**config.mk**
```make
export PLATFORM = sky130hd
export DESIGN_NAME = station_poll_scheduler
export DESIGN_NICKNAME = d
export VERILOG_FILES = /design/src/rtl/station_poll_scheduler.sv
export SDC_FILE = /design/constraint.sdc
export NUM_CORES = 1
export LEC_CHECK = 0
export ABC_AREA = 1
export CAP_MARGIN = 20
export CORE_ASPECT_RATIO = 1.5
export CORE_MARGIN = 10
export CORE_UTILIZATION = 51
export CTS_CLUSTER_DIAMETER = 100
export DETAILED_ROUTE_END_ITERATION = 16
export PLACE_DENSITY_LB_ADDON = 0.05
export SYNTH_ARGS = -nofsm -noshare
export SYNTH_HDL_FRONTEND = slang
export SYNTH_SLANG_ARGS = --single-unit
```
**constraint.sdc**
```tcl
create_clock -name clk -period 7.5 [get_ports clk]
set_clock_uncertainty 0.05 [all_clocks]
set_input_delay 1.125 -clock clk [delete_from_list [all_inputs] [get_ports clk]]
set_output_delay 1.125 -clock clk [all_outputs]
set_load 0.005 [all_outputs]
```
**src/rtl/station_poll_scheduler.sv**
```systemverilog
// Polls up to MAX_STATIONS dropoff stations per sweep, sums their stored percentage
// with saturation, publishes the total and issues at most one round-robin train grant.
module station_poll_scheduler #(
   parameter int MAX_STATIONS = 16,
   parameter int INT          = 31,
   parameter int TIMEOUT      = 64,
   localparam int AW = (MAX_STATIONS > 1) ? $clog2(MAX_STATIONS) : 1
) (
   input  logic          clk,
   input  logic          rst,
   input  logic          enable,
   input  logic [INT:0]  station_count,
   output logic          poll_valid,
   output logic [AW-1:0] poll_addr,
   input  logic          poll_ready,
   input  logic          resp_valid,
   input  logic [INT:0]  resp_percentage,
   input  logic          resp_wants_train,
   output logic [INT:0]  total_percentage_stored,
   output logic [INT:0]  number_of_stations,
   output logic          total_valid,
   output logic          station_fault,
   output logic [AW-1:0] fault_addr,
   output logic          grant_valid,
   output logic [AW-1:0] grant_station,
   input  logic          grant_ack
);

   localparam int CW = AW + 1;
   localparam int SW = INT + 1;
   localparam int TW = (TIMEOUT > 1) ? $clog2(TIMEOUT) : 1;

   typedef enum logic [2:0] {IDLE, ISSUE, WAIT_RESP, PUBLISH, GRANT} state_t;

   state_t                  state_q, state_d;
   logic [CW-1:0]           n_q, n_d, n_eff;
   logic [AW-1:0]           idx_q, idx_d;
   logic [TW-1:0]           timer_q, timer_d;
   logic [INT:0]            acc_q, acc_d;
   logic [MAX_STATIONS-1:0] want_q, want_d;
   logic [AW-1:0]           rr_q, rr_d, rr_eff, rr_next;
   logic                    poll_valid_q, poll_valid_d;
   logic [AW-1:0]           poll_addr_q, poll_addr_d;
   logic [INT:0]            total_q, total_d;
   logic [INT:0]            number_q, number_d;
   logic                    total_valid_q, total_valid_d;
   logic                    station_fault_q, station_fault_d;
   logic [AW-1:0]           fault_addr_q, fault_addr_d;
   logic                    grant_valid_q, grant_valid_d;
   logic [AW-1:0]           grant_station_q, grant_station_d;
   logic                    gfound;
   logic [AW-1:0]           gsel;
   logic [SW:0]             sum;
   logic                    advance;

   always_comb begin
      if (station_count >= SW'(MAX_STATIONS)) n_eff = CW'(MAX_STATIONS);
      else                                    n_eff = CW'(station_count);
   end

   // Round-robin search: first wanted station at or after the pointer, modulo N.
   always_comb begin
      logic [CW-1:0] pos;
      logic [CW-1:0] nxt;
      pos     = '0;
      gfound  = 1'b0;
      gsel    = '0;
      rr_eff  = ({1'b0, rr_q} >= n_q) ? '0 : rr_q;
      for (int k = 0; k < MAX_STATIONS; k++) begin
         pos = {1'b0, rr_eff} + CW'(k);
         if (pos >= n_q) pos = pos - n_q;
         if (!gfound && (CW'(k) < n_q) && want_q[pos[AW-1:0]]) begin
            gfound = 1'b1;
            gsel   = pos[AW-1:0];
         end
      end
      nxt     = {1'b0, grant_station_q} + CW'(1);
      rr_next = (nxt >= n_q) ? '0 : nxt[AW-1:0];
   end

   always_comb begin
      state_d         = state_q;
      n_d             = n_q;
      idx_d           = idx_q;
      timer_d         = timer_q;
      acc_d           = acc_q;
      want_d          = want_q;
      rr_d            = rr_q;
      total_d         = total_q;
      number_d        = number_q;
      fault_addr_d    = fault_addr_q;
      grant_station_d = grant_station_q;
      total_valid_d   = 1'b0;
      station_fault_d = 1'b0;
      advance         = 1'b0;
      sum             = {1'b0, acc_q} + {1'b0, resp_percentage};

      case (state_q)
         IDLE: begin
            if (enable && (n_eff != '0)) begin
               n_d     = n_eff;
               acc_d   = '0;
               want_d  = '0;
               idx_d   = '0;
               timer_d = '0;
               state_d = ISSUE;
            end
         end
         ISSUE: begin
            if (poll_ready) begin
               timer_d = '0;
               state_d = WAIT_RESP;
            end
         end
         WAIT_RESP: begin
            if (resp_valid) begin
               acc_d         = sum[SW] ? '1 : sum[INT:0];
               want_d[idx_q] = resp_wants_train;
               advance       = 1'b1;
            end else if (timer_q == TW'(TIMEOUT - 1)) begin
               station_fault_d = 1'b1;
               fault_addr_d    = idx_q;
               want_d[idx_q]   = 1'b0;
               advance         = 1'b1;
            end else begin
               timer_d = timer_q + TW'(1);
            end
         end
         PUBLISH: begin
            total_valid_d = 1'b1;
            total_d       = acc_q;
            number_d      = SW'(n_q);
            if (gfound) begin
               grant_station_d = gsel;
               state_d         = GRANT;
            end else begin
               state_d = IDLE;
            end
         end
         GRANT: begin
            if (grant_ack) begin
               rr_d    = rr_next;
               state_d = IDLE;
            end
         end
         default: state_d = IDLE;
      endcase

      if (advance) begin
         if ({1'b0, idx_q} == (n_q - CW'(1))) begin
            state_d = PUBLISH;
         end else begin
            idx_d   = idx_q + AW'(1);
            state_d = ISSUE;
         end
      end

      // Handshake outputs are registered from the next state so they line up with it.
      poll_valid_d  = (state_d == ISSUE);
      poll_addr_d   = idx_d;
      grant_valid_d = (state_d == GRANT);
   end

   always_ff @(posedge clk or posedge rst) begin
      if (rst) begin
         state_q         <= IDLE;
         n_q             <= '0;
         idx_q           <= '0;
         timer_q         <= '0;
         acc_q           <= '0;
         want_q          <= '0;
         rr_q            <= '0;
         poll_valid_q    <= 1'b0;
         poll_addr_q     <= '0;
         total_q         <= '0;
         number_q        <= '0;
         total_valid_q   <= 1'b0;
         station_fault_q <= 1'b0;
         fault_addr_q    <= '0;
         grant_valid_q   <= 1'b0;
         grant_station_q <= '0;
      end else begin
         state_q         <= state_d;
         n_q             <= n_d;
         idx_q           <= idx_d;
         timer_q         <= timer_d;
         acc_q           <= acc_d;
         want_q          <= want_d;
         rr_q            <= rr_d;
         poll_valid_q    <= poll_valid_d;
         poll_addr_q     <= poll_addr_d;
         total_q         <= total_d;
         number_q        <= number_d;
         total_valid_q   <= total_valid_d;
         station_fault_q <= station_fault_d;
         fault_addr_q    <= fault_addr_d;
         grant_valid_q   <= grant_valid_d;
         grant_station_q <= grant_station_d;
      end
   end

   assign poll_valid              = poll_valid_q;
   assign poll_addr               = poll_addr_q;
   assign total_percentage_stored = total_q;
   assign number_of_stations      = number_q;
   assign total_valid             = total_valid_q;
   assign station_fault           = station_fault_q;
   assign fault_addr              = fault_addr_q;
   assign grant_valid             = grant_valid_q;
   assign grant_station           = grant_station_q;

endmodule

```
==> summary.txt <==
Status
  – Outcome: finished, final reports clean

STA
  – PnR worst setup slack: about 1.2 ns
  – Post-layout min period: 6.27 ns
  – Total negative slack: 0 ns
  – Max Clock Freq: ~0.16 GHz
  – Slew margin rel.: 0.268
  – Final worst-path cycle share: 0.837
  – Final hold violation count: 0
  – Setup-failing EPs final: 0
  – Slew @ Worst Pin: between 1 and 1.5 ns
  – Slew Limit Fails: 0
  – RSZ-0062 raised after global routing: false

Global route
  – GR Util All Layers: 0.298
  – First-pass GRT wire length: about 79000 um
  – Vias in the first global route: about 14000
  – Antenna violations before repair: 0
  – Total grt overflow: 0
  – Largest net degree at the start of global routing: 73

Detailed routing
  – Antenna viol nets, final: 0
  – DRC Markers: 0
  – DRT Wirelength: around 52000 um
  – Drt wl/cell: 20.6 um
  – Via density: between 5 and 6
  – 1st-iter DRT viols: just over 900
  – Vias post-DR: roughly 15000
  – DR pass1 iterations: 6

Layout
  – # nets final: ~2300
  – Finished Core Util: 0.600
  – Fill cell count: approximately 2500
  – Antenna cells: 0
  – Seq. cell area: between 2000 and 3000 um^2
  – Multi-input logic area: 9180 um^2
  – Layout cells sized above 1: 0.0689
  – Design area: approximately 16000 um^2
  – Area grow syn2layout: 15.4%

Worst setup path
  – Slowest cell on the critical path: o21ai_1
  – CP max stage delay: about 0.64 ns
  – Setup CP Type: flop to flop
  – Critical path arrival: 6.54 ns
  – CP Max Fanout: 17
  – Crit end category: flop
  – Critical Path Source Type: flop
  – Required time worst endpoint: roughly 7.8 ns
  – CP most frequent cell: nand2_1

Yosys
  – YS warnings: 0
  – Yosys top cell area share: 0.221
  – FFs w/ async S/R, synth: 1.00
  – Post-synth top flop: dfrtp_1
  – Synth Instances: between 2000 and 2500
  – Cell with the most instances after synthesis: nand2_1
  – Number of enable flip-flop cells after synthesis: 0
  – Synthesized cell area: about 13000 um^2
  – Seq cells post-synth: ~120
  – Top post-synthesis cells by area: dfrtp_1 22%, nand2_1 12%, nand3_1 9.9%
  – Post-synth top area cell: dfrtp_1
  – Commonest cells post-synth: 448 x nand2_1, 267 x nand3_1, 247 x inv_1, 213 x o21ai_0, 120 x a21oi_1
  – Syn_area_per_cell: between 6 and 7 um^2
  – Sequential area share after synthesis: 0.221
  – Yosys cell types: 64

Clock network
  – Total clock sinks: between 100 and 150
  – # resized after CTS: 0
  – CTS tree: built
  – Clk Latency, worst-skew pair: approximately 0.43 ns
  – H-tree Lvls: 4
  – CTS root buffer: clkbuf_16
  – CTS buffer count: 17
  – Clock Tree Buf Depth: 2
  – Setup bufs post-CTS: 0
  – Hold Buf Count CTS: 0
  – Reg clk slew, reported paths: roughly 0.05 ns

Flow run
  – Total of max-cap violations: 0

Floorplan
  – IO Count: between 150 and 200
  – Die Area: between 30000 and 40000 um^2
  – Rows: between 70 and 80
  – Die Ht: 219 um
  – Starting Density: 0.520
  – Core Box Area: between 20000 and 30000 um^2
  – Die width: ~150 um

Min path
  – Hold Crit Class: flop to flop

Placed design
  – Hpwl dp: 39300 um
  – GP Congestion: ~1.1
  – Placed Area: ~15000 um^2
  – Worst slack, placed: ~1.3 ns
  – Port bufs: roughly 120
## cell families after synthesis
group / Yosys count / synth area share
AOI/OAI and AO/OA: 480 / 0.204
xor gates and xnor gates: 42 / 0.0292
adders and majority gates: 108 / 0.103
buffers and inverters: 345 / 0.107
DFF: 119 / 0.221
muxes: 1 / 0.000742
other: 1 / 0.000278
and+or+nand+nor: 959 / 0.336
## layout by cell type (no fill, tap or decap), drive strengths merged, types with 11 or more instances in the layout
master / instances
nand2: 469
nand3: 273
inv: 258
o21ai: 240
a21oi: 125
clkdlybuf4s50: 123
dfrtp: 119
nor2: 119
ha: 103
o211ai: 37
xor2: 34
nand4: 32
conb: 27
or2: 27
buf: 22
clkbuf: 22
o21a: 19
o22ai: 15
nor3: 15
nand3b: 11
## sequential cells by signal, indices dropped and copies added (netlist names)
register                 cells
acc_q                       32
fault_addr                   4
grant_station                4
grant_valid                  1
n_q                          5
number_of_stations           5
poll_addr                    4
poll_valid                   1
rr_q                         4
state_q                      3
station_fault                1
timer_q                      6
total_percentage_stored     32
total_valid                  1
want_q                      16
## area by class of cell
cell class / instances / share of cell area
multi-input combinational: 1617 / 0.589
sequential: 119 / 0.191
clock inverter: 9 / 0.00804
inverter: 264 / 0.0641
clock buffer: 21 / 0.0302
timing repair buffer: 146 / 0.0902
tap: 333 / 0.0268
## routing by layer
layer / up-vias / track usage / routed length [um]
li1: 7110 / - / -
met1: 6818 / 0.295 / 18100
met2: 590 / 0.531 / 25600
met3: 207 / 0.0652 / 3460
met4: 0 / 0.234 / 4520
met5: - / 0 / 0
## worst max-delay path, delay by kind of cell, from the launching register on
kind                     cells  cell delay [ns]
flip-flops                   1             0.47
AND/OR/NAND/NOR             20             2.34
AO/OA/AOI/OAI                6             1.51
adder cells (fa/ha/maj)      3             0.90
buffers and inverters        5             0.88
## final timing paths
check                           slack (ns)                   startpoint  depth (start not counted)                     endpoint
worst min-delay path                  0.42  total_percentage_stored[31]                          2  total_percentage_stored[31]
max in group asynchronous             4.96                          rst                          3                 poll_addr[3]
min in group asynchronous             1.13                          rst                          2        number_of_stations[3]
worst min register to register        0.42  total_percentage_stored[31]                          2  total_percentage_stored[31]
worst max-delay path                  1.23                       n_q[2]                         34             grant_station[1]
worst max register to register        1.23                       n_q[2]                         34             grant_station[1]
## per-stage QoR
stage	hold WS, ns	instances
finish	0.424	2509
global route	0.454	2509
CTS	0.427	2508
detailed placement	0.413	2478
global placement	0.415	2478
floorplan	0.415	2081
Power is left out: the tool's default activity adds up to more than one toggle a clock period on the data nets, which glitch-free logic cannot reach.
